### src/rtl/rom_dl_sequencer.sv
// Routes HPS ROM download bytes into six one-hot ROM regions and sequences
// the game-core reset around each download window.
module rom_dl_sequencer #(
  parameter int unsigned HOLD_CYCLES = 256
) (
  input  logic        clk_sys,
  input  logic        reset_n,
  input  logic        dn_download,
  input  logic        dn_wr,
  input  logic [16:0] dn_addr,
  input  logic [7:0]  dn_data,
  input  logic        ext_reset,
  output logic [5:0]  rom_we,
  output logic [15:0] rom_addr,
  output logic [7:0]  rom_data,
  output logic        core_reset,
  output logic        dl_busy,
  output logic [16:0] dl_bytes,
  output logic [7:0]  dl_checksum,
  output logic        dl_overflow
);

  localparam int unsigned AW = 17;
  localparam int unsigned OW = 16;
  localparam int unsigned DW = 8;
  localparam int unsigned NR = 6;
  localparam int unsigned CW = (HOLD_CYCLES < 2) ? 1 : $clog2(HOLD_CYCLES + 1);

  localparam logic [AW-1:0] BASE_SND  = 17'h0A000;
  localparam logic [AW-1:0] BASE_CHR  = 17'h0C000;
  localparam logic [AW-1:0] BASE_TIL  = 17'h0F000;
  localparam logic [AW-1:0] BASE_SPR  = 17'h15000;
  localparam logic [AW-1:0] BASE_MAP  = 17'h1B000;
  localparam logic [AW-1:0] MAP_END   = 17'h1C000;
  localparam logic [AW-1:0] BYTES_MAX = '1;

  typedef enum logic [1:0] {
    ST_RUN  = 2'd0,
    ST_LOAD = 2'd1,
    ST_HOLD = 2'd2
  } state_t;

  state_t         r_state;
  logic [CW-1:0]  r_count;
  logic [NR-1:0]  r_rom_we;
  logic [OW-1:0]  r_rom_addr;
  logic [DW-1:0]  r_rom_data;
  logic           r_core_reset;
  logic           r_dl_busy;
  logic [AW-1:0]  r_dl_bytes;
  logic [DW-1:0]  r_dl_checksum;
  logic           r_dl_overflow;

  logic [NR-1:0]  w_sel;
  logic [AW-1:0]  w_base;
  logic           w_in_map;
  logic [OW-1:0]  w_offset;
  logic           w_accept;

  // Address map decode: region strobe and base of the region holding dn_addr.
  always_comb begin
    w_sel    = '0;
    w_base   = '0;
    w_in_map = 1'b1;
    if (dn_addr < BASE_SND) begin
      w_sel = 6'b000001;
    end else if (dn_addr < BASE_CHR) begin
      w_sel  = 6'b000010;
      w_base = BASE_SND;
    end else if (dn_addr < BASE_TIL) begin
      w_sel  = 6'b000100;
      w_base = BASE_CHR;
    end else if (dn_addr < BASE_SPR) begin
      w_sel  = 6'b001000;
      w_base = BASE_TIL;
    end else if (dn_addr < BASE_MAP) begin
      w_sel  = 6'b010000;
      w_base = BASE_SPR;
    end else if (dn_addr < MAP_END) begin
      w_sel  = 6'b100000;
      w_base = BASE_MAP;
    end else begin
      w_in_map = 1'b0;
    end
  end

  assign w_offset = OW'(dn_addr - w_base);
  // LOAD covers the falling cycle too: the state is still LOAD while dn_download is already low.
  assign w_accept = dn_wr && (r_state == ST_LOAD);

  always_ff @(posedge clk_sys or negedge reset_n) begin
    if (!reset_n) begin
      r_state       <= ST_HOLD;
      r_count       <= CW'(HOLD_CYCLES);
      r_rom_we      <= '0;
      r_rom_addr    <= '0;
      r_rom_data    <= '0;
      r_core_reset  <= 1'b1;
      r_dl_busy     <= 1'b0;
      r_dl_bytes    <= '0;
      r_dl_checksum <= '0;
      r_dl_overflow <= 1'b0;
    end else begin
      r_rom_we     <= '0;
      r_core_reset <= (r_state != ST_RUN) || ext_reset;

      case (r_state)
        ST_RUN: begin
          if (dn_download) begin
            r_state       <= ST_LOAD;
            r_dl_busy     <= 1'b1;
            r_dl_bytes    <= '0;
            r_dl_checksum <= '0;
            r_dl_overflow <= 1'b0;
          end
        end
        ST_LOAD: begin
          if (!dn_download) begin
            r_state   <= ST_HOLD;
            r_dl_busy <= 1'b0;
            r_count   <= CW'(HOLD_CYCLES);
          end
        end
        ST_HOLD: begin
          if (dn_download) begin
            r_state       <= ST_LOAD;
            r_dl_busy     <= 1'b1;
            r_dl_bytes    <= '0;
            r_dl_checksum <= '0;
            r_dl_overflow <= 1'b0;
          end else begin
            if (r_count <= CW'(1)) begin
              r_state <= ST_RUN;
            end
            if (r_count != '0) begin
              r_count <= r_count - CW'(1);
            end
          end
        end
        default: begin
          r_state <= ST_HOLD;
          r_count <= CW'(HOLD_CYCLES);
        end
      endcase

      // Accepted bytes are disjoint from the entry clear above (accept only happens in LOAD).
      if (w_accept) begin
        if (r_dl_bytes != BYTES_MAX) begin
          r_dl_bytes <= r_dl_bytes + AW'(1);
        end
        r_dl_checksum <= r_dl_checksum + dn_data;
        if (w_in_map) begin
          r_rom_we   <= w_sel;
          r_rom_addr <= w_offset;
          r_rom_data <= dn_data;
        end else begin
          r_dl_overflow <= 1'b1;
        end
      end
    end
  end

  assign rom_we      = r_rom_we;
  assign rom_addr    = r_rom_addr;
  assign rom_data    = r_rom_data;
  assign core_reset  = r_core_reset;
  assign dl_busy     = r_dl_busy;
  assign dl_bytes    = r_dl_bytes;
  assign dl_checksum = r_dl_checksum;
  assign dl_overflow = r_dl_overflow;

endmodule

### config.mk
export PLATFORM = sky130hd
export DESIGN_NAME = rom_dl_sequencer
export DESIGN_NICKNAME = d
export VERILOG_FILES = /design/src/rtl/rom_dl_sequencer.sv
export SDC_FILE = /design/constraint.sdc
export NUM_CORES = 1
export LEC_CHECK = 0
export CORE_MARGIN = 4
export CORE_UTILIZATION = 49
export CTS_CLUSTER_DIAMETER = 150
export DETAILED_ROUTE_END_ITERATION = 10
export GPL_TIMING_DRIVEN = 1
export PLACE_DENSITY = 0.86
export SYNTH_ARGS = -nofsm -noshare
export SYNTH_HDL_FRONTEND = slang
export SYNTH_SLANG_ARGS = --single-unit
### constraint.sdc
create_clock -name clk_sys -period 2.95 [get_ports clk_sys]
set_input_delay 0.59 -clock clk_sys [delete_from_list [all_inputs] [get_ports clk_sys]]
set_output_delay 0.59 -clock clk_sys [all_outputs]
set_load 0.005 [all_outputs]
==> implementation parameters, run 1 <==
Parameter                              Value

Run status
  Outcome ... finished, final reports clean

CTS
  TritonCTS clock tree ... yes
  Cell at the root of the clock tree ... sky130_fd_sc_hd__clkbuf_8
  Clk Latency, worst-skew pair ... 0.35 ns
  Clock H-tree levels ... 3
  Clock input transition at the sequential cells of the worst setup and hold paths ... 0.08 ns
  Post-cts hold buffer count ... 0
  Clock buffer count from CTS ... 9
  Total number of clock tree sinks ... 69
  Postcts setup bufs ... 0
  Number of gates resized after CTS ... 0
  Clock tree buffer depth ... 2

Power
  Worst vdd ir ... 0.000325 V
  Total Power ... 3190 uW
  Leakage Power ... 0.00205 uW
  PwrDens ... 690 mW/mm2

Floorplanning
  Die Y ... 92.1 um
  Number of core rows ... 30
  I/O pins ... 88
  Die Width ... 92.1 um
  Floorplan die area ... 0.00847 mm2
  Area of the core ... 0.00683 mm2
  Starting Density ... 0.507

Critical path
  Crit-path slowest cell ... sky130_fd_sc_hd__dfrtp_1
  Biggest fanout along the worst timing path ... 7
  Data arrival time of the critical path ... 2.75 ns
  Category of the worst setup path capture point ... flip-flop
  Startpoint type of the worst setup path ... flip-flop
  Required time at the worst-slack endpoint ... 3.22 ns
  Critical-path cell list ... and3_1, nand3_1, nor4_1, ha_1, and4bb_1, nand4_2, nor2_1, nand2_1, mux2i_1
  Sum of buffers and inverters on the critical path ... 0
  Crit path kind ... flip-flop to flip-flop
  CP max stage delay ... 0.43 ns
  Gate family responsible for the most delay along the worst path ... simple AND/OR/NAND/NOR gates

Hold path
  Type of the most critical hold path ... input pin to async pin

STA
  Minimum clock period ... 2.48 ns
  Highest Clock Rate ... 403 MHz
  Slew HR ... 0.595
  Count of endpoints failing hold in the final timing report ... 0
  Setup TNS ... 0 ns
  Setup violation total in the final timing report ... 0
  Max-slew violation count ... 0
  Period utilisation layout ... 0.840
  Min Hold Slack ... 0.0850 ns
  Clock Skew ... 0.00899 ns
  Actual transition at the worst max-transition pin ... 0.607 ns
  Unrepaired setup endpoints after global routing ... false

Final layout
  Share of cells above drive strength 1 ... 0.117
  Final core utilization ... 0.677
  Post-layout instance count excluding filler cells ... 522
  Most common cell after layout, fill and taps aside ... sky130_fd_sc_hd__clkdlybuf4s50_1
  Count of antenna diodes in the layout ... 0
  Area growth from synthesis to layout ... 33.5%
  Final layout net count ... 468
  Most frequent cells in the layout ... sky130_fd_sc_hd__clkdlybuf4s50_1, sky130_fd_sc_hd__dfrtp_1, sky130_fd_sc_hd__nand2_1, sky130_fd_sc_hd__o21ai_0

Placement
  Inst Count DP ... 507
  Post-detail-place hpwl ... 5.75 mm
  Final GP Congestion ... 0.832
  Buffers added on ports ... 87

Synthesis
  Largest cells by area after synthesis ... sky130_fd_sc_hd__dfrtp_1, sky130_fd_sc_hd__mux2_2, sky130_fd_sc_hd__ha_1, sky130_fd_sc_hd__nand2_1, sky130_fd_sc_hd__o21ai_0
  Fraction of registers with async set or reset after synthesis ... 1.00
  Dominant register cell in the synthesized netlist ... sky130_fd_sc_hd__dfrtp_1
  Post-synthesis sequential element count ... 69
  Yosys cell types ... 50
  Post-synthesis net count ... 377
  Warnings, synthesis ... 0
  Total standard cell area after synthesis ... 0.00346 mm2
  Mean instance size in the synthesized netlist ... 10.5 um2
  Area fraction of the dominant cell type after synthesis ... 0.477
  Dominant cell type by area after synthesis ... sky130_fd_sc_hd__dfrtp_1
  Sequential-to-total area share from yosys stat ... 0.500
  Gate count of the mapped netlist ... 331
  Number of enable-type register cells in the synthesized netlist ... 0

Routing
  Routed wire per std cell ... 14.9 um
  Residual antenna-violating net count after detailed routing ... 0
  Number of DRC violations after detailed routing ... 0
  Average via count per standard cell ... 5.39
  Pre-antenna DRT Iters ... 4
  Drt total wl ... 7.79 mm
  First DRT Iteration DRCs ... 88
  Number of vias in the routed layout ... 2,813

Global routing
  Pin count of the biggest net entering global routing ... 62
  Vias in the first global route ... 2,930
  First-pass GRT wire length ... 13.3 mm
  Total congestion overflow after global routing ... 0
  Number of antenna violations at the first check in global routing ... 0
  GRT Resource Usage Total ... 0.197

Job
  Max_cap viols ... 0
## worst reg2reg max path, stage by stage, from the launching register on
cell and delay [ns]:
sky130_fd_sc_hd__dfrtp_1 0.43, sky130_fd_sc_hd__and3_1 0.23, sky130_fd_sc_hd__nand3_1 0.19, sky130_fd_sc_hd__nor4_1 0.36
sky130_fd_sc_hd__ha_1 0.25, sky130_fd_sc_hd__and4bb_1 0.34, sky130_fd_sc_hd__nand4_2 0.23, sky130_fd_sc_hd__nor2_1 0.09
sky130_fd_sc_hd__nand2_1 0.09, sky130_fd_sc_hd__mux2i_1 0.20
## layer usage
metal	routed length [um]	GRT usage
met1	3300	0.237
met2	3990	0.338
met3	330	0.0443
met4	166	0.0842
met5	0	0
## final cells by class
class,count,area [um2]
clock buffers,10,128
clock inverters,5,52.6
fillers,538,2210
inverters,10,37.5
multi-input cells,240,1640
flip-flops and latches,69,1730
well taps,96,120
repair buffers,92,916
## where the power goes
group          switching, uW  internal, uW
Sequential               192          1190
Clock                    347           381
Combinational            436           647
## cells in the mapped netlist (all sizes together) (2+ instances only)
cell and n:
inv 10, xnor2 6, dfrtp 66, nor4 5
nor2b 2, mux2i 8, fa 2, dfstp 3
a31oi 3, a21o 2, nand2b 4, buf 4
nor3 4, nand4 3, nor2 20, nand2 44
xor2 7, and3 4, mux2 20, a211oi 2
clkbuf 8, o31ai 6, o21bai 2, o211ai 6
nand3b 2, a21oi 15, o21ai 27, ha 14
o21a 2, nand3 17
## cells by family (layout without fill, tap and decap cells)
kind of cell               after synthesis  after routing  synth area share
AOI/OAI and AO/OA                       70             70             0.121
buffers and inverters                   22            117            0.0267
xor gates and xnor gates                13             13            0.0329
and+or+nand+nor                        113            113             0.169
adders and majority gates               16             16            0.0622
DFF                                     69             69             0.500
muxes                                   28             28            0.0882
## flip-flops by register name, indices dropped and copies added, names as in the netlist
signal       count
r_state          2
rom_we           6
core_reset       1
dl_overflow      1
r_count          9
dl_checksum      8
dl_busy          1
rom_addr        16
dl_bytes        17
rom_data         8
## through the flow
| step | worst slack (ns) | area, um2 |
|---|---|---|
| 5_1_grt | 0.258 | 4620 |
| 3_3_place_gp | 0.316 | 4440 |
| 2_1_floorplan | 0.812 | 3460 |
| 4_1_cts | 0.478 | 4620 |
| 6_report | 0.472 | 4620 |
| 3_5_place_dp | 0.222 | 4440 |
## final timing paths
| kind | startpoint | to | slack [ns] | cells past startpoint |
|---|---|---|---|---|
| worst max register to register | dl_bytes[6] | dl_bytes[14] | 0.47 | 9 |
| worst max-delay path | dl_bytes[6] | dl_bytes[14] | 0.47 | 9 |
| worst min register to register | rom_addr[15] | rom_addr[15] | 0.48 | 2 |
| min in group clk_sys | rom_addr[15] | rom_addr[15] | 0.48 | 2 |
| worst min-delay path | reset_n | rom_addr[15] | 0.09 | 1 |
| max in group asynchronous | reset_n | r_count[8] | 2.23 | 2 |
Power figures use the tool's default switching activity.
==> run 2, diff against run 1 <==
==> constraint.sdc (replaced) <==
create_clock -name clk_sys -period 2.55 [get_ports clk_sys]
set_input_delay 0.51 -clock clk_sys [delete_from_list [all_inputs] [get_ports clk_sys]]
set_output_delay 0.51 -clock clk_sys [all_outputs]
set_load 0.005 [all_outputs]
==> run 2 against run 1 <==
Clock-buffer cell count up 3; critical path depth stayed put; clock power rose by 5.4%; final cell count grew 0.96%; global-route usage is 0.39 points higher; largest cell class unchanged; first-iteration DRC count unchanged; wire length grew 0.54%; worst hold slack better by 0.080 ns; sequential cell count did not move; cell area up 0.70%.
==> implementation parameters, run 2 (synthesized netlist as in run 1, its figures left out) <==
Parameter                              Value

Critical path
  Crit path kind ... flip-flop to flip-flop
  Most frequent CP cell ... sky130_fd_sc_hd__ha_1
  Critical-path cell list ... ha_1, nand3_1, nor4_2, ha_1, and4bb_1, nand4_2, nor2_1, nand2_1, mux2i_1
  Required time at the worst-slack endpoint ... 2.78 ns
  Endpoint of the worst setup timing path ... dl_bytes[14]
  CP startpoint ... dl_bytes[0]
  Worst Reg-to-Reg Cells ... 9
  Biggest fanout along the worst timing path ... 7
  Crit path depth ... 9
  Crit-path slowest cell ... sky130_fd_sc_hd__and4bb_1
  Source of the worst register-to-register timing path ... dl_bytes[0]
  Data arrival time of the critical path ... 2.57 ns
  Startpoint type of the worst setup path ... flip-flop
  Gate family responsible for the most delay along the worst path ... simple AND/OR/NAND/NOR gates
  Category of the worst setup path capture point ... flip-flop
  Endpoint of the worst register-to-register path ... dl_bytes[14]
  Sum of buffers and inverters on the critical path ... 0
  FF-to-FF setup slack ... 0.21 ns
  CP max stage delay ... 0.48 ns

STA
  Setup TNS ... 0 ns
  Actual transition at the worst max-transition pin ... 0.602 ns
  Worst-case setup margin in the final layout ... 0.211 ns
  Setup violation total in the final timing report ... 0
  Clock Skew ... 0.00866 ns
  Max-slew violation count ... 0
  Minimum clock period ... 2.34 ns
  Count of endpoints failing hold in the final timing report ... 0
  Highest Clock Rate ... 428 MHz
  Slew HR ... 0.599
  Period utilisation layout ... 0.917
  Unrepaired setup endpoints after global routing ... false

Power
  Total Power ... 3640 uW
  PwrDens ... 781 mW/mm2
  Worst vdd ir ... 0.000393 V
  Leakage Power ... 0.00207 uW

Floorplanning
  Starting Density ... 0.507
  Die Y ... 92.1 um
  Number of core rows ... 30
  Die Width ... 92.1 um
  Area of the core ... 0.00683 mm2
  I/O pins ... 88
  Floorplan die area ... 0.00847 mm2

Placement
  Post-detail-place hpwl ... 5.67 mm
  Buffers added on ports ... 87
  Final GP Congestion ... 0.862
  Setup slack after placement ... -0.0309 ns

Global routing
  Number of antenna violations at the first check in global routing ... 0
  Total congestion overflow after global routing ... 0
  First-pass GRT wire length ... 13.8 mm
  Vias in the first global route ... 2,991
  GRT Resource Usage Total ... 0.201
  Pin count of the biggest net entering global routing ... 70

Routing
  Average via count per standard cell ... 5.39
  Residual antenna-violating net count after detailed routing ... 0
  Drt total wl ... 7.83 mm
  Routed wire per std cell ... 14.9 um
  Number of vias in the routed layout ... 2,842
  Pre-antenna DRT Iters ... 5
  Number of DRC violations after detailed routing ... 0
  First DRT Iteration DRCs ... 88

Final layout
  Storage element area ... 0.00173 mm2
  Multi-input gate area in the final layout ... 0.00165 mm2
  Most common cell after layout, fill and taps aside ... sky130_fd_sc_hd__clkdlybuf4s50_1
  Flip-flop count of the largest register, all copies and words added ... 17
  Count of antenna diodes in the layout ... 0
  Filler cell count ... 548
  Most frequent cells in the layout ... sky130_fd_sc_hd__clkdlybuf4s50_1, sky130_fd_sc_hd__dfrtp_1, sky130_fd_sc_hd__nand2_1, sky130_fd_sc_hd__o21ai_0
  Final core utilization ... 0.682
  Final layout net count ... 472
  Area growth from synthesis to layout ... 34.5%
  Share of cells above drive strength 1 ... 0.125

CTS
  Total number of clock tree sinks ... 69
  TritonCTS clock tree ... yes
  Clock tree buffer depth ... 2
  Clock H-tree levels ... 3
  Clock input transition at the sequential cells of the worst setup and hold paths ... 0.08 ns
  Cell at the root of the clock tree ... sky130_fd_sc_hd__clkbuf_8
  Clock buffer count from CTS ... 9
  Clk Latency, worst-skew pair ... 0.34 ns

Job
  Max_cap viols ... 0

Run status
  Outcome ... finished, final reports clean

Hold path
  Type of the most critical hold path ... input pin to async pin
-- run 2: cell types whose count changed in the layout (fill, tap and decap cells not counted), sizes merged --
cell and change:
buf +4, bufinv -1, clkbuf +3, clkinvlp -1
-- run 2: final cells by class --
class	count	share of cell area
Sequential cell	69	0.372
Multi-Input combinational cell	240	0.353
Timing Repair Buffer	96	0.206
Clock buffer	13	0.0320
Tap cell	96	0.0258
Inverter	10	0.00806
Clock inverter	3	0.00322
-- run 2: what timing repair did --
item                       in CTS  in global routing
setup buffers                   0                  0
gates resized for setup         0                  1
hold buffers                    0                  0
setup endpoints to repair       0                  3
hold endpoints to repair        0                  0
-- run 2: worst min-delay path by stage --
stage,startpoint,endpoint,slack [ns],cells after the start
after floorplan,reset_n,dl_busy,0.21,0
after global placement,dl_overflow,dl_overflow,0.46,2
after detailed placement,rom_addr[12],rom_addr[12],0.48,2
after CTS,reset_n,dl_bytes[14],0.19,2
after global routing,reset_n,rom_addr[13],0.20,2
final,reset_n,rom_addr[13],0.16,2
-- run 2: where the power goes --
group	internal [uW]	total, uW	switching, uW	leakage, uW
logic	755	1280	521	0.00109
clock network	376	767	391	0.0000872
registers	1380	1590	219	0.000887
total	2510	3640	1130	0.00207
-- run 2: metrics by stage --
stage	std cells	instance area, um2	hold WS, ns
detailed placement	511	4490	0.477
floorplan	331	3460	0.214
global placement	511	4490	0.464
finish	527	4660	0.165
global route	527	4660	0.202
CTS	527	4650	0.190
-- run 2: worst reg2reg max path, stage by stage (launching register included) --
cell and delay [ns]:
sky130_fd_sc_hd__dfrtp_1 0.45, sky130_fd_sc_hd__ha_1 0.28, sky130_fd_sc_hd__nand3_1 0.12, sky130_fd_sc_hd__nor4_2 0.06
sky130_fd_sc_hd__ha_1 0.20, sky130_fd_sc_hd__and4bb_1 0.48, sky130_fd_sc_hd__nand4_2 0.25, sky130_fd_sc_hd__nor2_1 0.20
sky130_fd_sc_hd__nand2_1 0.09, sky130_fd_sc_hd__mux2i_1 0.11
-- run 2: routing by layer --
layer | part of all wire | GRT usage | wire [um] | vias up
li1 | - | - | - | 1371
met1 | 0.43 | 0.247 | 3360 | 1381
met2 | 0.51 | 0.345 | 3970 | 77
met3 | 0.049 | 0.0468 | 386 | 13
met4 | 0.015 | 0.0693 | 117 | 0
met5 | 0 | 0 | 0 | -
==> run 3, diff against run 2 <==
--- a/config.mk
+++ b/config.mk
@@ -7,10 +7,12 @@
 export LEC_CHECK = 0
 export CORE_MARGIN = 4
 export CORE_UTILIZATION = 49
+export CTS_BUF_LIST = sky130_fd_sc_hd__clkbuf_16
 export CTS_CLUSTER_DIAMETER = 150
 export DETAILED_ROUTE_END_ITERATION = 10
 export GPL_TIMING_DRIVEN = 1
 export PLACE_DENSITY = 0.86
+export REMOVE_ABC_BUFFERS = 1
 export SYNTH_ARGS = -nofsm -noshare
 export SYNTH_HDL_FRONTEND = slang
 export SYNTH_SLANG_ARGS = --single-unit
==> run 3 against run 2 <==
Final cell count increased by 1.3%; largest power group unchanged; wire length increased by 3.8%; highest routed layer unchanged; critical endpoint is now dl_bytes[12]; combinational power about the same; largest cell class unchanged; die area unchanged; fmax about the same.
==> implementation parameters, run 3 (synthesized netlist as in run 1, its figures left out) <==
Parameter                              Value

Run status
  Outcome ... finished, final reports clean

Routing
  First DRT Iteration DRCs ... 94
  Number of DRC violations after detailed routing ... 0
  Residual antenna-violating net count after detailed routing ... 0
  Number of vias in the routed layout ... 2,859
  Drt total wl ... 8.13 mm
  Routed wire per std cell ... 15.2 um
  Pre-antenna DRT Iters ... 5
  Average via count per standard cell ... 5.35

CTS
  Clock H-tree levels ... 3
  Clock input transition at the sequential cells of the worst setup and hold paths ... 0.06 ns
  Clock tree buffer depth ... 2
  Number of gates resized after CTS ... 0
  Post-cts hold buffer count ... 0
  Total number of clock tree sinks ... 69
  Postcts setup bufs ... 0
  Clk Latency, worst-skew pair ... 0.33 ns
  Clock buffer count from CTS ... 9
  TritonCTS clock tree ... yes
  Cell at the root of the clock tree ... sky130_fd_sc_hd__clkbuf_16

Critical path
  Worst Reg-to-Reg Cells ... 9
  FF-to-FF setup slack ... 0.21 ns
  CP max stage delay ... 0.40 ns
  Biggest fanout along the worst timing path ... 7
  Data arrival time of the critical path ... 2.59 ns
  Endpoint of the worst setup timing path ... dl_bytes[12]
  CP startpoint ... dl_bytes[7]
  Sum of buffers and inverters on the critical path ... 0
  Startpoint type of the worst setup path ... flip-flop
  Category of the worst setup path capture point ... flip-flop
  Required time at the worst-slack endpoint ... 2.80 ns
  Crit-path slowest cell ... sky130_fd_sc_hd__dfrtp_1
  Endpoint of the worst register-to-register path ... dl_bytes[12]
  Source of the worst register-to-register timing path ... dl_bytes[7]
  Crit path kind ... flip-flop to flip-flop
  Gate family responsible for the most delay along the worst path ... simple AND/OR/NAND/NOR gates
  Crit path depth ... 9
  Critical-path cell list ... and3_1, nand3_1, nor4_1, ha_1, and4bb_1, nand4_2, nor2_1, nand2_1, mux2i_1

Final layout
  Multi-input gate area in the final layout ... 0.00164 mm2
  Flip-flop count of the largest register, all copies and words added ... 17
  Final layout net count ... 479
  Most common cell after layout, fill and taps aside ... sky130_fd_sc_hd__clkdlybuf4s50_1
  Storage element area ... 0.00173 mm2
  Filler cell count ... 483
  Count of antenna diodes in the layout ... 0
  Area growth from synthesis to layout ... 39.9%
  Most frequent cells in the layout ... sky130_fd_sc_hd__clkdlybuf4s50_1, sky130_fd_sc_hd__dfrtp_1, sky130_fd_sc_hd__nand2_1, sky130_fd_sc_hd__o21ai_0
  Share of cells above drive strength 1 ... 0.144

STA
  Count of endpoints failing hold in the final timing report ... 0
  Setup TNS ... 0 ns
  Highest Clock Rate ... 427 MHz
  Actual transition at the worst max-transition pin ... 0.646 ns
  Clock Skew ... 0.00551 ns
  Period utilisation layout ... 0.918
  Minimum clock period ... 2.34 ns
  Unrepaired setup endpoints after global routing ... false
  Max-slew violation count ... 0
  Slew HR ... 0.569
  Worst-case setup margin in the final layout ... 0.209 ns
  Setup violation total in the final timing report ... 0

Floorplanning
  Starting Density ... 0.507
  Floorplan die area ... 0.00847 mm2
  Die Width ... 92.1 um
  Number of core rows ... 30
  Die Y ... 92.1 um
  Area of the core ... 0.00683 mm2
  I/O pins ... 88

Global routing
  Pin count of the biggest net entering global routing ... 45
  Total congestion overflow after global routing ... 0
  GRT Resource Usage Total ... 0.203
  Vias in the first global route ... 3,010
  First-pass GRT wire length ... 13.9 mm
  Number of antenna violations at the first check in global routing ... 0

Placement
  Buffers added on ports ... 87
  Post-detail-place hpwl ... 5.87 mm
  Setup slack after placement ... 0.0130 ns
  Final GP Congestion ... 0.955

Power
  Switching portion of total power ... 0.301
  Power Internal ... 2920 uW
  Leakage Power ... 0.00216 uW
  Proportion of power drawn by combinational gates ... 0.312
  Switching power total ... 1250 uW
  Clk pwr share ... 0.305
  Worst vdd ir ... 0.000425 V
  Portion of total power attributed to sequential cells ... 0.382
  PwrDens ... 860 mW/mm2

Job
  Max_cap viols ... 0

Hold path
  Type of the most critical hold path ... input pin to async pin
## run 3: layer usage
| metal | vias up | track usage | wire [um] |
|---|---|---|---|
| met5 | - | 0 | 0 |
| met4 | 0 | 0.0879 | 132 |
| met3 | 16 | 0.0435 | 401 |
| met2 | 96 | 0.347 | 3970 |
| met1 | 1370 | 0.246 | 3620 |
| li1 | 1377 | - | - |
## run 3: cell type report
cell class                      instances  share of cell area
Clock buffer                            9              0.0465
Clock inverter                          7              0.0168
Inverter                               10             0.00775
Multi-Input combinational cell        240               0.338
Sequential cell                        69               0.357
Tap cell                               96              0.0248
Timing Repair Buffer                  103               0.209
## run 3: power groups by stage
stage	clock [uW]	sequential (uW)	combinational (uW)
after detailed placement	0	1610	1300
final	1270	1590	1300
after floorplan	0	1600	610
after global placement	0	1590	1250
after CTS	1290	1590	1320
after global routing	1350	1630	1440
## run 3: worst register-to-register path, stage by stage (launching register included)
cell	delay, ns
sky130_fd_sc_hd__dfrtp_1	0.40
sky130_fd_sc_hd__and3_1	0.21
sky130_fd_sc_hd__nand3_1	0.12
sky130_fd_sc_hd__nor4_1	0.36
sky130_fd_sc_hd__ha_1	0.25
sky130_fd_sc_hd__and4bb_1	0.34
sky130_fd_sc_hd__nand4_2	0.23
sky130_fd_sc_hd__nor2_1	0.08
sky130_fd_sc_hd__nand2_1	0.09
sky130_fd_sc_hd__mux2i_1	0.19
## run 3: stage by stage
stage          instance area (um2)  utilization  hold slack (ns)  power (uW)  instances
4_1_cts                       4840        0.709            0.162        4200        534
2_1_floorplan                 3410            -            0.214        2210        319
6_report                      4840        0.709            0.157        4170        534
3_5_place_dp                  4540        0.664            0.480        2900        518
5_1_grt                       4840        0.709            0.173        4420        534
3_3_place_gp                  4540        0.664            0.471        2840        518
## run 3: worst min-delay path by stage
stage / startpoint / to
final: reset_n / dl_checksum[4]
after global routing: reset_n / rom_data[5]
after CTS: reset_n / rom_addr[8]
after detailed placement: rom_addr[12] / rom_addr[12]
after global placement: rom_addr[15] / rom_addr[15]
after floorplan: reset_n / dl_busy
